<file path="src/rtl/gen_big_field_pkg.sv">
// Shared types and helpers for the big-field frame generator: FSM states,
// beat index sizing, and the MSB-first beat slicer.
package gen_big_field_pkg;

  typedef enum logic [1:0] {IDLE, HEAD, BODY} state_t;

  localparam int MAX_DSIZE     = 64;
  localparam int MAX_FIELD_LEN = 128;
  localparam int MAX_BITS      = MAX_DSIZE * MAX_FIELD_LEN;

  function automatic int vsize_of(input int field_len);
    return (field_len > 2) ? $clog2(field_len) : 1;
  endfunction

  // Beat 0 is the most-significant slice; caller keeps the low dsize bits.
  function automatic logic [MAX_DSIZE-1:0] beat_of(input logic [MAX_BITS-1:0] shadow,
                                                   input int dsize,
                                                   input int field_len,
                                                   input int index);
    logic [MAX_BITS-1:0] sh;
    sh = shadow >> ((field_len - 1 - index) * dsize);
    return sh[MAX_DSIZE-1:0];
  endfunction

endpackage

</file>
<file path="src/rtl/gen_big_field_table_main_serializer.sv">
// big_field_serializer: shadow copy of the field image plus the header beat
// index; presents the current beat and flags the final header beat.
module big_field_serializer
  import gen_big_field_pkg::*;
#(
  parameter int DSIZE     = 8,
  parameter int FIELD_LEN = 16
) (
  input  logic                       clock,
  input  logic                       rst,
  input  logic                       load,
  input  logic                       advance,
  input  logic [DSIZE*FIELD_LEN-1:0] value,
  output logic [DSIZE-1:0]           beat,
  output logic                       last_beat
);

  localparam int W     = DSIZE * FIELD_LEN;
  localparam int VSIZE = vsize_of(FIELD_LEN);

  logic [W-1:0]         shadow;
  logic [VSIZE-1:0]     index;
  logic [MAX_BITS-1:0]  ext;
  logic [MAX_DSIZE-1:0] full;
  logic                 unused_hi;

  always_ff @(posedge clock or posedge rst) begin
    if (rst) begin
      shadow <= '0;
      index  <= '0;
    end else if (load) begin
      shadow <= value;
      index  <= '0;
    end else if (advance) begin
      index <= last_beat ? '0 : index + VSIZE'(1);
    end
  end

  assign last_beat = (index == VSIZE'(FIELD_LEN - 1));

  always_comb begin
    ext        = '0;
    ext[W-1:0] = shadow;
    full       = beat_of(ext, DSIZE, FIELD_LEN, int'(index));
  end

  assign beat      = full[DSIZE-1:0];
  assign unused_hi = ^(full >> DSIZE);

endmodule

</file>
<file path="src/rtl/gen_big_field_table_main.sv">
// Frame generator: emits a latched wide field as FIELD_LEN header beats, then
// passes one payload frame through. GEN_BIG_FIELD_HEAD_ONLY_EN adds value_last.
module gen_big_field_table_main
  import gen_big_field_pkg::*;
#(
  parameter int DSIZE     = 8,
  parameter int FIELD_LEN = 16
) (
  input  logic                       clock,
  input  logic                       rst,
  input  logic [DSIZE*FIELD_LEN-1:0] value,
  input  logic                       value_valid,
`ifdef GEN_BIG_FIELD_HEAD_ONLY_EN
  input  logic                       value_last,
`endif
  output logic                       value_ready,
  input  logic [DSIZE-1:0]           s_axis_tdata,
  input  logic                       s_axis_tvalid,
  input  logic                       s_axis_tlast,
  output logic                       s_axis_tready,
  output logic [DSIZE-1:0]           m_axis_tdata,
  output logic                       m_axis_tvalid,
  output logic                       m_axis_tlast,
  input  logic                       m_axis_tready
);

  state_t           state, state_nxt;
  logic             load, advance, last_beat;
  logic [DSIZE-1:0] beat;

  big_field_serializer #(.DSIZE(DSIZE), .FIELD_LEN(FIELD_LEN)) u_ser (
    .clock     (clock),
    .rst       (rst),
    .load      (load),
    .advance   (advance),
    .value     (value),
    .beat      (beat),
    .last_beat (last_beat)
  );

`ifdef GEN_BIG_FIELD_HEAD_ONLY_EN
  logic head_only;

  always_ff @(posedge clock or posedge rst) begin
    if (rst)       head_only <= 1'b0;
    else if (load) head_only <= value_last;
  end
`endif

  always_ff @(posedge clock or posedge rst) begin
    if (rst) state <= IDLE;
    else     state <= state_nxt;
  end

  always_comb begin
    state_nxt     = state;
    load          = 1'b0;
    advance       = 1'b0;
    value_ready   = 1'b0;
    s_axis_tready = 1'b0;
    m_axis_tvalid = 1'b0;
    m_axis_tdata  = '0;
    m_axis_tlast  = 1'b0;
    case (state)
      IDLE: begin
        value_ready = 1'b1;
        if (value_valid) begin
          load      = 1'b1;
          state_nxt = HEAD;
        end
      end
      HEAD: begin
        m_axis_tvalid = 1'b1;
        m_axis_tdata  = beat;
        advance       = m_axis_tready;
`ifdef GEN_BIG_FIELD_HEAD_ONLY_EN
        m_axis_tlast = last_beat && head_only;
        if (m_axis_tready && last_beat) state_nxt = head_only ? IDLE : BODY;
`else
        if (m_axis_tready && last_beat) state_nxt = BODY;
`endif
      end
      BODY: begin
        // Zero-latency passthrough; backpressure goes straight upstream.
        m_axis_tdata  = s_axis_tdata;
        m_axis_tvalid = s_axis_tvalid;
        m_axis_tlast  = s_axis_tlast;
        s_axis_tready = m_axis_tready;
        if (s_axis_tvalid && m_axis_tready && s_axis_tlast) state_nxt = IDLE;
      end
      default: state_nxt = IDLE;
    endcase
  end

endmodule

</file>
<file path="config.mk">
export PLATFORM = sky130hd
export DESIGN_NAME = gen_big_field_table_main
export DESIGN_NICKNAME = d
export VERILOG_FILES = /design/src/rtl/gen_big_field_pkg.sv /design/src/rtl/gen_big_field_table_main_serializer.sv /design/src/rtl/gen_big_field_table_main.sv
export SDC_FILE = /design/constraint.sdc
export NUM_CORES = 1
export LEC_CHECK = 0
export CAP_MARGIN = 20
export CORE_MARGIN = 2
export CORE_UTILIZATION = 45
export DETAILED_ROUTE_END_ITERATION = 10
export PLACE_DENSITY = 0.79
export SYNTH_ARGS = -nofsm -noshare
export SYNTH_HDL_FRONTEND = slang
export SYNTH_HIERARCHICAL = 1
export SYNTH_SLANG_ARGS = --single-unit
export TNS_END_PERCENT = 50
</file>
<file path="constraint.sdc">
create_clock -name clock -period 4.3 [get_ports clock]
set_input_delay 0.645 -clock clock [delete_from_list [all_inputs] [get_ports clock]]
set_output_delay 0.645 -clock clock [all_outputs]
set_load 0.005 [all_outputs]
</file>
==> results of run 1 <==
## area by class of cell
type                            count  area [um2]
Clock buffer                       22         494
Clock inverter                      9        75.1
Fill cell                        1062        5240
Inverter                            6        25.0
Multi-Input combinational cell    253        2770
Sequential cell                   134        3360
Tap cell                          180         225
Timing Repair Buffer              161        1590
## layer usage
metal	wire, um	GRT usage, %	up-vias
met5	0	0	-
met4	311	8.55	0
met3	1220	6.41	23
met2	7700	35.1	165
met1	6240	27.5	2134
li1	-	-	1878
## flip-flops by register name, indices dropped and copies added (netlist names)
signal	flops
u_ser/shadow	128
u_ser/index	4
state	2
## cells in the mapped netlist
cell type and instances:
mux4_2 24, clkbuf_1 6, nand3_1 1, buf_4 2
clkinv_1 1, inv_1 5, a21boi_1 1, and2_1 5
buf_1 1, buf_2 18, a221oi_2 1, xnor2_1 1
dfrtp_1 134, a211oi_1 1, o21ai_1 6, mux2_2 128
nor2_1 4, a2bb2oi_1 1, ha_1 5, nand2b_1 1
and3_1 1, buf_6 2, o21ai_0 3, nor2b_1 9
or3b_2 1, a21oi_1 4, mux2_1 1, or3_1 1
a32oi_1 8, and2b_1 1, mux2i_1 25, a22oi_1 16
nand2_1 4
## logic make-up after synthesis
| kind of cell | Yosys count | share of synthesized area [%] |
|---|---|---|
| muxes | 178 | 35.6 |
| DFF | 134 | 53.3 |
| AOI/OAI and AO/OA | 41 | 4.67 |
| buffers and inverters | 35 | 2.80 |
| adders and majority gates | 5 | 0.994 |
| and+or+nand+nor | 28 | 2.50 |
| xor gates and xnor gates | 1 | 0.139 |
## worst max-delay path: stages, from the launching register on
cell	delay, ns
dfrtp_2	0.94
and2b_1	0.36
a22oi_1	0.26
mux2i_1	0.11
o21ai_0	0.31
a22oi_1	0.13
nor2b_1	0.14
clkdlybuf4s50_1	0.50
## power groups by stage
stage	registers, uW	clock network, uW	logic, uW
6_report	2330	1370	2100
2_1_floorplan	2120	0	1610
5_1_grt	2410	1450	2250
3_5_place_dp	2350	0	2100
4_1_cts	2330	1400	2110
3_3_place_gp	2310	0	2040
## metrics by stage
step                total power [uW]  std cells  utilization [%]  hold WS (ns)  setup WS, ns
floorplan                       3730        422                -         0.386         0.129
finish                          5800        765             62.0         0.489         0.485
CTS                             5840        765             62.0         0.478         0.438
detailed placement              4450        734             57.8         0.491         0.877
global route                    6110        765             62.0         0.498         0.198
global placement                4350        734             57.8         0.485         0.955
## how the worst max path moves through the flow
stage	slack [ns]	endpoint	startpoint	depth (start not counted)
2_1_floorplan	0.13	u_ser/index[0]	rst	1
3_3_place_gp	0.96	m_axis_tdata[5]	u_ser/index[0]	7
3_5_place_dp	0.88	m_axis_tdata[5]	u_ser/index[0]	7
4_1_cts	0.44	m_axis_tdata[5]	u_ser/index[0]	7
5_1_grt	0.20	m_axis_tdata[0]	u_ser/index[0]	7
6_report	0.48	m_axis_tdata[5]	u_ser/index[0]	7
## placed cells by master, fill, tap and decap left out, drive strengths merged, types with 2 or more instances in the layout
master | Yosys | routed
clkinv | 1 | 7
o21ai | 9 | 9
clkbuf | 6 | 22
nand2 | 4 | 4
nor2 | 4 | 4
a21oi | 4 | 4
a22oi | 16 | 16
mux2 | 129 | 129
ha | 5 | 5
and2 | 5 | 5
clkdlybuf4s50 | 0 | 153
clkinvlp | 0 | 2
mux4 | 24 | 24
mux2i | 25 | 25
a32oi | 8 | 8
dfrtp | 134 | 134
nor2b | 9 | 9
buf | 23 | 8
inv | 5 | 5
==> flow_summary.toml, run 1 <==
[placed_design]
postPlaceCellArea_mm2 = 0.00797
numPortBuffers = 153
place.gp.congestion = 0.787
hpwlAfterDp_um = 11600

[global_routing]
grt_max_degree = 72
antenna_found_initial = 0
grt_first_pass_wirelength_um = 23700
overflow = 0
grt_pass1_vias = 4460
grt_usage_pct = 21.7

[run]
cap_violations = 0

[final_layout]
syn2layout_area_growth_pct = 35.6
nets = 720
drive_above_1_share_pct = 33.7
antennaDiodeCount = 0
post-route-cell-area_mm2 = 0.00854

[floorplanning]
ios = 154
die_w_um = 122
core.rowCount = 43
dieArea_mm2 = 0.0150
initial_core_util_pct = 45.7
fp.dieH_um = 122
core_mm2 = 0.0138

[critical_path]
reg2reg_slack_ns = 1.87
worstPathArrival_ns = 3.17
critPathLaunchType = "flip-flop"
rr_worst_depth = 6
critical_path_class = "flip-flop to primary output"
cp.required_ns = 3.65
path_max_fanout = 31
r2r_end = "state[1]"
endpoint_kind = "primary output"
r2r-start = "u_ser/index[1]"

[timing]
rsz0062_at_grt = "no"
report.final.slew_viol_count = 0
setup_tns_ns = 0
fin_crit_ns = 3.82
slew_headroom_pct = 41.1
max_freq_mhz = 262
worst_pin_slew_ns = 0.884
period_share_pct = 88.7
finalSetupViolCount = 0
hold_viol_final = 0
fin_skew_ns = 0.00504

[pwr]
p_comb_share_pct = 36.2
p_sw_share_pct = 30.0
p_int_uw = 4060
p_sw_uw = 1740
power.leakage_uw = 0.00335
clkPwrFrac_pct = 23.6
cellPowerDensity_mw_per_mm2 = 679
peakVddDrop_mv = 0.277
pwr-share-seq_pct = 40.2

[run_status]
status = "finished clean"

[synthesis]
synth_cells = 422
syn-cell-area_mm2 = 0.00630
ys_ff_latch = 134
yosysTopAreaCell = "dfrtp_1"
yosysSeqAreaShare_pct = 53.3
synth.distinct_cells = 33
avgSynthCellArea_um2 = 14.9
synth_top_area_share_pct = 53.3
ys_warn_count = 6
syn-num-nets = 569
synth.area.top_cells = "dfrtp_1 53%, mux2_2 23%, mux4_2 8.6%"

[clock_network]
cts.path.max_buffers = 2
postCtsSetupRepairBufs = 0
h-tree-depth = 4
cts_tree = "yes"
postCtsHoldBufs = 0
insertion_delay_ns = 0.42
ctsRootBufferMaster = "clkbuf_16"
cts_sinks = 134
post_cts_resized = 0
numCtsBuffers = 17
path_clk_slew_ns = 0.05

[route]
wl_um = 15500
wl_per_cell_um = 20.2
drtIter0Drc = 214
antenna_left = 0
drtPass1Iterations = 4
drc = 0
avgViaCountPerCell = 5.49
vias = 4200

[min_path]
hp-class = "input port to async pin"
No activity file was read; power rests on OpenSTA's default activity.
==> inputs of run 2 (changes only) <==
--- a/config.mk
+++ b/config.mk
@@ -5,11 +5,13 @@
 export SDC_FILE = /design/constraint.sdc
 export NUM_CORES = 1
 export LEC_CHECK = 0
+export ABC_CLOCK_PERIOD_IN_PS = 4300
 export CAP_MARGIN = 20
 export CORE_MARGIN = 2
 export CORE_UTILIZATION = 45
 export DETAILED_ROUTE_END_ITERATION = 10
 export PLACE_DENSITY = 0.79
+export SKIP_LAST_GASP = 1
 export SYNTH_ARGS = -nofsm -noshare
 export SYNTH_HDL_FRONTEND = slang
 export SYNTH_HIERARCHICAL = 1
==> results of run 2 <==
Final layout, timing and power as in run 1 (identical DEF).
==> inputs of run 3 (changes only) <==
--- a/config.mk
+++ b/config.mk
@@ -5,7 +5,6 @@
 export SDC_FILE = /design/constraint.sdc
 export NUM_CORES = 1
 export LEC_CHECK = 0
-export ABC_CLOCK_PERIOD_IN_PS = 4300
 export CAP_MARGIN = 20
 export CORE_MARGIN = 2
 export CORE_UTILIZATION = 45
==> results of run 3 <==
Final layout, timing and power as in run 1 (identical DEF).
